==> src/rtl/tick_timer_arbiter.sv <==
// Round-robin arbiter sharing one prescaled countdown timer among NREQ requesters.
// The owner holds req high for len ticks of PRESCALE clk_in cycles and then receives a done pulse.
module tick_timer_arbiter #(
  parameter int NREQ     = 4,
  parameter int PRESCALE = 100000000,
  parameter int CNT_W    = 16
) (
  input  logic                     clk_in,
  input  logic                     reset,
  input  logic [NREQ-1:0]          req,
  input  logic [NREQ*CNT_W-1:0]    len,
  output logic [NREQ-1:0]          grant,
  output logic [NREQ-1:0]          done,
  output logic                     busy,
  output logic [$clog2(NREQ)-1:0]  cur_id,
  output logic                     tick
);

  localparam int ID_W = $clog2(NREQ);
  localparam int PS_W = $clog2(PRESCALE);

  localparam logic [1:0] IDLE  = 2'd0;
  localparam logic [1:0] LOAD  = 2'd1;
  localparam logic [1:0] COUNT = 2'd2;
  localparam logic [1:0] DONE  = 2'd3;

  localparam logic [PS_W-1:0]  PS_MAX  = PS_W'(PRESCALE - 1);
  localparam logic [NREQ-1:0]  ONE_HOT = NREQ'(1);
  localparam logic [CNT_W-1:0] CNT_ONE = CNT_W'(1);

  logic [1:0]       state;
  logic [PS_W-1:0]  pscnt;
  logic [CNT_W-1:0] remaining;
  logic [ID_W-1:0]  last;

  logic [ID_W-1:0]  winner;
  logic [ID_W-1:0]  cand;
  logic             found;
  int unsigned      idx;
  logic [CNT_W-1:0] win_len;
  logic             owner_req;

  // Search starts just after the previous owner, so the last owner has lowest priority.
  always_comb begin
    winner = '0;
    found  = 1'b0;
    idx    = 0;
    cand   = '0;
    for (int unsigned i = 1; i <= NREQ; i++) begin
      idx  = (32'(last) + i) % NREQ;
      cand = ID_W'(idx);
      if (!found && req[cand]) begin
        winner = cand;
        found  = 1'b1;
      end
    end
  end

  assign win_len   = len[winner*CNT_W +: CNT_W];
  assign owner_req = req[cur_id];
  assign tick      = (state == COUNT) && (pscnt == PS_MAX);

  always_ff @(posedge clk_in or posedge reset) begin
    if (reset) begin
      state     <= IDLE;
      grant     <= '0;
      done      <= '0;
      busy      <= 1'b0;
      cur_id    <= '0;
      pscnt     <= '0;
      remaining <= '0;
      last      <= ID_W'(NREQ - 1);
    end else begin
      done <= '0;
      case (state)
        IDLE: begin
          if (found) begin
            state     <= LOAD;
            grant     <= ONE_HOT << winner;
            cur_id    <= winner;
            remaining <= win_len;
            busy      <= 1'b1;
          end
        end
        LOAD: begin
          if (!owner_req) begin
            state     <= IDLE;
            grant     <= '0;
            busy      <= 1'b0;
            last      <= cur_id;
            remaining <= '0;
          end else if (remaining == '0) begin
            state <= DONE;
            done  <= ONE_HOT << cur_id;
          end else begin
            state <= COUNT;
            pscnt <= '0;
          end
        end
        COUNT: begin
          // Abort takes precedence over a completion tick in the same cycle.
          if (!owner_req) begin
            state     <= IDLE;
            grant     <= '0;
            busy      <= 1'b0;
            last      <= cur_id;
            pscnt     <= '0;
            remaining <= '0;
          end else begin
            pscnt <= (pscnt == PS_MAX) ? '0 : pscnt + 1'b1;
            if (tick) begin
              remaining <= remaining - 1'b1;
              if (remaining == CNT_ONE) begin
                state <= DONE;
                done  <= ONE_HOT << cur_id;
              end
            end
          end
        end
        DONE: begin
          state <= IDLE;
          grant <= '0;
          busy  <= 1'b0;
          last  <= cur_id;
        end
        default: state <= IDLE;
      endcase
    end
  end

endmodule

==> config.mk <==
export PLATFORM = sky130hd
export DESIGN_NAME = tick_timer_arbiter
export DESIGN_NICKNAME = d
export VERILOG_FILES = /design/src/rtl/tick_timer_arbiter.sv
export SDC_FILE = /design/constraint.sdc
export NUM_CORES = 1
export LEC_CHECK = 0
export CORE_MARGIN = 10
export CORE_UTILIZATION = 48
export CTS_CLUSTER_SIZE = 12
export DETAILED_ROUTE_END_ITERATION = 6
export GPL_TIMING_DRIVEN = 1
export PLACE_DENSITY = 0.75
export SYNTH_ARGS = -nofsm -noshare
export SYNTH_HDL_FRONTEND = slang
export SYNTH_SLANG_ARGS = --single-unit
==> constraint.sdc <==
create_clock -name clk_in -period 2 [get_ports clk_in]
set_clock_uncertainty 0.05 [all_clocks]
set_input_delay 0.2 -clock clk_in [delete_from_list [all_inputs] [get_ports clk_in]]
set_output_delay 0.2 -clock clk_in [all_outputs]
set_load 0.02 [all_outputs]
# After elaboration in Yosys (flattened, before gate mapping)
# Cells that the tools add are included.
# op_classes
n_mul,0
add_sub_neg,6
n_bitwise,0
n_reduce_logical,19
n_lt_le_gt_ge,5
div_mod_pow,0
n_eq_ne,12
n_shift,3
n_mux,49
# op_table
op,n
27-bit two-way mux,4
16-bit two-way mux,4
64-bit by 7-bit variable part select with 16-bit output,1
27-bit one-hot mux with 2 select lines,1
16-bit one-hot mux with 3 select lines,1
4-bit two-way mux,7
"27-bit by 1-bit adder with 27-bit output, second input constant",1
"27-bit equality test, second input constant",1
2-bit two-way mux,10
"16-bit by 1-bit equality test with 1-bit output, second input constant",1
16-bit zero test,1
"16-bit by 1-bit subtractor with 16-bit output, second input constant",1
"2-bit by 3-bit less-than comparator with 1-bit output, second input constant",5
1-bit two-way mux,12
4-bit one-hot mux with 3 select lines,1
1-bit binary-select mux with 2-bit select,5
"2-bit != test, second input constant",5
2-bit one-hot mux with 4 select lines,1
4-bit one-hot mux with 2 select lines,1
"1-bit by 2-bit << shifter with 4-bit output, first input constant",2
2-bit AND reduction,3
3-bit AND reduction,2
"2-bit by 1-bit adder with 2-bit output, second input constant",2
"2-bit adder, second input constant",2
other kinds (13),20
# totals
word_cells,102
inputBits,70
reg_bits,58
memories,0
mem_bits_ro,0
mem_bits_rw,0
latch_bits,0

# Depth between registers and ports, before layout
# Gate-level depths: netlist (run 1).
# depth
depth_word,16
depth_mapped,10
depth_no_buf,8

# Worst setup path before layout (run 1)
# No wires, ideal clock.
# synth_timing
kind,flip-flop to flip-flop
startpoint,register cur_id[0]
endpoint,register remaining[5]
period_less_slack_ns,2.187
setup_ns,0.137
path_stages_with_launch,7
setup_slack_ns,-0.187
n_path_buf,1
arrival_ns,2.000
cell_sequence,dfrtp_1 > mux4_2 > a211oi_2 > nand2_1 > clkbuf_1 > o21ai_0 > o211ai_1
# synth_between
elab_chain_len,4
word_cells_on_any_way,7
# synth_rtl
item,line,source
start: declaration,15,"output logic [$clog2(NREQ)-1:0] cur_id,"
start signal: assignment,80,cur_id <= winner;
1-bit binary-select mux with 2-bit select *,60,assign owner_req = req[cur_id];
1-bit two-way mux (implied by the code) *,60,
"3-bit != test (no source line), or another cell as far along",n/a,
4-bit AND reduction (no source line) or 16-bit one-hot mux with 3 select lines (tied branches),n/a,
end signal: assignment,81,remaining <= win_len;
end signal: assignment,112,remaining <= remaining - 1'b1;
end: declaration,33,logic [CNT_W-1:0] remaining;
# Every way passes the cells marked *; elsewhere a longest branch is shown, timed or not. The select of a mux whose other input is x is not followed.
# A chain may end at the register's enable or synchronous reset.

# Worst setup path in the final report (run 1)
# layout_timing
startpoint,register pscnt[0]
endpoint,register remaining[7]
# layout_between
elab_chain_len,4
# layout_rtl
item,line,source
start: declaration,32,logic [PS_W-1:0] pscnt;
start signal: assignment,110,pscnt <= (pscnt == PS_MAX) ? '0 : pscnt + 1'b1;
27-bit equality test,61,assign tick = (state == COUNT) && (pscnt == PS_MAX);
1-bit logical AND,61,
3-bit != test (no source line),n/a,
4-bit AND reduction (no source line),n/a,
# No other way between the ends.

==> impl_metrics.ini, run 1 <==
[sta]
hold_slack_ns = 0.153
tightest_slew_ns = 0.474
relSlewSlack = 0.684
drv_slew = 0
max_freq_mhz = 415
finalCriticalPeriod_ns = 2.41
fin_crit_sh = 1.21
rsz0062_at_grt = yes
setup_ws_ns = -0.412
setup_viol = 56
finalHoldViolCount = 0

[finish]
layout.nets = 744
fillers = 380
multi_input_area_sq_um = 3130
fin_util = 0.861
area_delta_synth_final_pct = 72.8
seqCellArea_sq_um = 1460
final_layout_size_suffix_gt1_frac = 0.464
instances_no_fill = 775
num_antenna_cells = 0

[synth]
syn_nets = 529
synth.avg_cell_area_sq_um = 9.19
yosysTopAreaCell = dfrtp_1
netlist.area_leader.share = 0.339
async_flop_share = 1.00
yosysUniqueCellTypes = 71
synth_edf_count = 0
synth_seq_cells = 58
synth_area_leaders = dfrtp_1 34%, mux2_2 4.6%, mux2i_1 3.6%, o21ai_0 3.0%, o21ai_1 3.0%
syn_area_sq_um = 4140
syn_inst = 450
ys_seq_area_frac = 0.351
yosysWarnings = 0
synth_ff_type = dfrtp_1

[power_and_ir_drop]
ir_worst_vdd_v = 0.000843
p_leak_nw = 3.21
powerDensity_nw_per_um2 = 1370
p_total_mw = 9.77

[placed_design]
post-place-ws_ns = -0.530
gp_congestion = 0.895
hpwlAfterDp_um = 10300
dp.cells = 721
port_buffers = 81

[clock_network]
clk_pin_slew_ns = 0.07
clock_path_buffers = 2
htreeDepth = 3
clkLatencyLatePin_ns = 0.37
cts_sinks = 58
cts_tree = done
numCtsBuffers = 9
cts-root-buf = clkbuf_8

[global_route]
overflow = 0
grt_antenna_before_repair = 0
grt_pass1_wl_um = 26200
grt_pass1_vias = 4998
grt_max_degree = 59
grt_usage = 0.249

[setup_path]
crit_path_end_kind = flip-flop
cp.required_ns = 2.17
cp_top_family = compound AO/OA/AOI/OAI gates
path_common_cell = buf_6
crit_type = reg2reg
start_kind = flip-flop
cp_slowest_stage_delay_ns = 0.38
cp_slowest_cell = dfrtp_1
cp.arrival_ns = 2.58
rrSetupSlack_ns = -0.41
crit_path_cell_trace = ha_2, and4_4, nand4b_4, buf_6, o31ai_4, buf_6, nand2_4, buf_6, o21ai_1, o211ai_1
crit_fanout = 6
worst-path-buf-inv = 3

[floorplan]
die_h_um = 113
start_util = 0.499
rows = 33
die-area_sq_um = 12700
io_pins = 82
die_width_um = 113
core_sq_um = 8300

[outcome]
outcome = finished with violations
violations = setup timing

[job]
maxCapViolCount = 0

[route]
ant_nets = 0
initialDrtViolationCount = 570
vias_per_cell = 6.88
num_vias = 5333
dr.pass1.iters = 6
drc = 0
drt-total-wl_um = 20500
wl_per_cell_um = 26.5

[hold_path]
hold_path_class = in2async
-- worst paths after layout --
path / start / end / cells past startpoint
worst max-delay path: pscnt[0] / remaining[7] / 10
worst min-delay path: reset / pscnt[0] / 3
worst max register to register: pscnt[0] / remaining[7] / 10
worst min register to register: busy / busy / 1
max in group asynchronous: reset / last[1] / 3
min in group clk_in: busy / busy / 1
-- registers in the layout, summed over array words and instances, names as in the netlist --
name       count
state          2
last           2
busy           1
pscnt         27
cur_id         2
grant          4
remaining     16
done           4
-- stage by stage --
stage	instance area (sq um)	TNS, ns
global placement	5820	-18.63
finish	7150	-15.76
detailed placement	5820	-21.48
CTS	6690	-8.36
floorplan	4190	-0.249
global route	7150	-18.70
-- cell families (layout without fill, tap and decap cells) --
group / Yosys count / after routing / share of synthesized area
buffers and inverters: 36 / 255 / 0.0493
AOI/OAI and AO/OA: 152 / 152 / 0.257
adders and majority gates: 9 / 9 / 0.0272
and+or+nand+nor: 161 / 162 / 0.223
muxes: 34 / 34 / 0.0916
DFF: 58 / 58 / 0.351
-- tightest hold or removal path, delay by kind of cell --
family	cells	cell delay [ns]
buffers and inverters	3	0.76
-- area by class of cell --
cell class | instances | area share
flip-flops and latches | 58 | 0.204
well taps | 105 | 0.0184
clock inverters | 5 | 0.00735
clock buffers | 11 | 0.0212
inverters | 12 | 0.00630
multi-input cells | 357 | 0.437
repair buffers | 227 | 0.305
-- layout by cell type (no fill, tap or decap), drive strengths merged, types with 4 or more instances in the layout --
cell type,Yosys,layout
a21oi,22,22
a221o,5,5
a221oi,4,4
a22o,6,6
a31oi,12,12
and2,10,10
and3,8,8
and4,5,5
buf,18,146
clkbuf,6,11
clkdlybuf4s50,0,78
dfrtp,56,56
ha,9,9
inv,12,12
mux2,18,18
mux2i,15,15
nand2,33,34
nand2b,10,10
nand3,18,18
nand4,6,6
nor2,32,32
nor3,13,13
nor4,7,7
o211ai,7,7
o21ai,50,50
o22ai,4,4
o31ai,17,17
o41ai,5,5
or4,4,4
-- cells in the mapped netlist (7+ instances only) --
cell type and instances:
nor2_1 31, dfrtp_1 56, o21ai_0 25, mux2_2 17, a31oi_1 11, ha_1 9, nand3_1 18, mux2i_1 15
and2_1 9, o21ai_1 25, nand2b_1 10, o31ai_1 16, and3_1 8, nand2_1 31, a21oi_1 22, buf_2 7
nor3_1 12, inv_1 12
-- timing repair --
action | CTS | global route
gates cloned | 5 | 0
resized for setup | 120 | 69
setup endpoints to repair | 52 | 57
buffers inserted | 17 | 17
pin swaps | 40 | 24
hold buffers | 0 | 0
-- report_power, final --
group / switching [mW] / internal (mW) / leakage (nW) / total [mW]
Combinational: 3.54 / 3.29 / 2.34 / 6.82
Clock: 0.548 / 0.637 / 0.105 / 1.18
Sequential: 0.308 / 1.46 / 0.767 / 1.77
-- metal layers --
layer,share of wire,GRT usage,up-vias
met5,0,0,-
met4,0.072,0.112,0
met3,0.12,0.0639,158
met2,0.46,0.403,495
met1,0.36,0.305,2516
li1,-,-,2164
No activity file was read; power rests on OpenSTA's default activity.
==> run 2, diff against run 1 <==
--- a/config.mk
+++ b/config.mk
@@ -6,11 +6,11 @@
 export NUM_CORES = 1
 export LEC_CHECK = 0
 export CORE_MARGIN = 10
-export CORE_UTILIZATION = 48
+export CORE_UTILIZATION = 41
 export CTS_CLUSTER_SIZE = 12
 export DETAILED_ROUTE_END_ITERATION = 6
 export GPL_TIMING_DRIVEN = 1
-export PLACE_DENSITY = 0.75
+export PLACE_DENSITY = 0.65
 export SYNTH_ARGS = -nofsm -noshare
 export SYNTH_HDL_FRONTEND = slang
 export SYNTH_SLANG_ARGS = --single-unit
==> run 2 against run 1 <==
Net effect:
- the run still ends with setup timing left
- fmax grew 10%
- first-iteration DRC count shrank 58%
- critical path depth shrank 1
- register-to-register slack gained 0.22 ns
- combinational power shrank 18%
- sequential cell count is the same
- non-clock buffer count shrank 13
- total power shrank 14%
- die area grew 14%
- design area shrank 5.4%
- global-route usage shrank 5.4 points
- via count shrank 15%
- critical endpoint is now pscnt[11]
==> impl_metrics.ini, run 2 (synthesis results as in run 1) <==
[finish]
area_delta_synth_final_pct = 63.5
layout_common_cells = 105 x buf_4, 78 x clkdlybuf4s50_1, 55 x dfrtp_1
layout.nets = 730
final_layout_size_suffix_gt1_frac = 0.393
fin_util = 0.689
num_antenna_cells = 0
reg_top3 = pscnt x27, remaining x16
instances_no_fill = 789
regMostFlops = pscnt
fin_area_sq_um = 6760
final_common_cell = buf_4
fillers = 787
largest_reg_flops = 27

[clock_network]
numCtsBuffers = 9
htreeDepth = 3
cts_tree = done
clk_pin_slew_ns = 0.08
cts_sinks = 58
cts-root-buf = clkbuf_8
clock_path_buffers = 2
hold_buffers = 0
clkLatencyLatePin_ns = 0.34

[placed_design]
port_buffers = 81
place_area_sq_um = 5960
gp_congestion = 0.874
hpwlAfterDp_um = 10500
post-place-ws_ns = -0.488
dp.cells = 756

[sta]
setup_viol = 50
relSlewSlack = 0.691
rsz0062_at_grt = yes
drv_slew = 0
tightest_slew_ns = 0.463
finalHoldViolCount = 0
setup_ws_ns = -0.193
max_freq_mhz = 456
finalCriticalPeriod_ns = 2.19
fin_crit_sh = 1.10

[global_route]
grt_pass1_wl_um = 23300
grt_antenna_before_repair = 0
overflow = 0
grt_max_degree = 33
grt_pass1_vias = 4639
grt_usage = 0.195

[setup_path]
crit_start = pscnt[9]
cp.arrival_ns = 2.37
crit_fanout = 6
cp_slowest_stage_delay_ns = 0.45
timing.rr.start = pscnt[9]
crit_path_end_kind = flip-flop
start_kind = flip-flop
path_common_cell = buf_12
crit_type = reg2reg
cp_slowest_cell = dfrtp_1
crit_path_cell_trace = nor4b_4, nand4_1, o31ai_4, buf_6, buf_12, buf_12, a21oi_1, o21ai_1, o31ai_1
cp.required_ns = 2.17

[power_and_ir_drop]
netSwitchingFraction = 0.416
p_total_mw = 8.41
powerDensity_nw_per_um2 = 1240
pwr-share-comb = 0.666
ir_worst_vdd_v = 0.000964
clkPwrFrac = 0.132
seqPwrFrac = 0.203
switching_power_mw = 3.50
power.internal_mw = 4.91
p_leak_nw = 3.03

[floorplan]
die_width_um = 120
core_sq_um = 9820
die-area_sq_um = 14500
die_h_um = 120
start_util = 0.421
rows = 36
io_pins = 82

[outcome]
outcome = finished with violations
violations = setup timing

[route]
ant_nets = 0
wl_per_cell_um = 18.5
drt-total-wl_um = 14600
num_vias = 4517
dr.pass1.iters = 5
initialDrtViolationCount = 241
vias_per_cell = 5.72
drc = 0

[job]
maxCapViolCount = 0

[hold_path]
hold_path_class = in2async
==> run 2: critical path: cells and delay by family, from the launching register on <==
family	cells	cell delay (ns)
flip-flops	1	0.45
AO/OA/AOI/OAI	4	0.57
buffers and inverters	3	0.42
AND/OR/NAND/NOR	2	0.58
==> run 2: final cells by class <==
class | count | area (sq um) | area share
well taps | 133 | 166 | 0.0246
flip-flops and latches | 58 | 1460 | 0.215
inverters | 12 | 45.0 | 0.00666
repair buffers | 214 | 2030 | 0.300
clock inverters | 5 | 53.8 | 0.00795
multi-input cells | 356 | 2880 | 0.425
clock buffers | 11 | 141 | 0.0209
==> run 2: per-layer routing <==
metal  vias to the layer above  part of all wire  track usage
met5                         -                 0            0
met4                         0             0.020       0.0716
met3                        27             0.061       0.0451
met2                       165              0.50        0.327
met1                      2204              0.42        0.238
li1                       2121                 -            -
==> run 2: what timing repair did <==
action / CTS / global route
endpoints found under the hold margin: 0 / 0
cloned: 1 / 1
resized for setup: 73 / 44
pin swaps: 27 / 21
setup buffers: 11 / 6
setup endpoints to repair: 52 / 53
==> run 2: power by group through the flow <==
stage          logic (mW)  clock network, mW  registers, mW
6_report             5.60               1.11           1.70
5_1_grt              5.99               1.17           1.73
4_1_cts              5.22               1.12           1.68
3_5_place_dp         4.65                  0           1.69
3_3_place_gp         4.55                  0           1.68
2_1_floorplan        2.66                  0           1.76
==> run 2: final timing paths <==
| check | endpoint | slack [ns] | depth (start not counted) |
|---|---|---|---|
| max | pscnt[11] | -0.19 | 9 |
| min | pscnt[11] | 0.09 | 2 |
| max reg2reg | pscnt[11] | -0.19 | 9 |
| min reg2reg | pscnt[24] | 0.44 | 1 |
| max in group asynchronous | last[0] | 1.22 | 3 |
| min in group clk_in | pscnt[24] | 0.44 | 1 |
==> run 2: metrics by stage <==
step / hold slack [ns] / setup TNS (ns)
2_1_floorplan: 0.388 / -0.249
3_3_place_gp: 0.409 / -16.12
3_5_place_dp: 0.420 / -20.55
4_1_cts: 0.0891 / -7.39
5_1_grt: 0.116 / -10.80
6_report: 0.0858 / -7.27
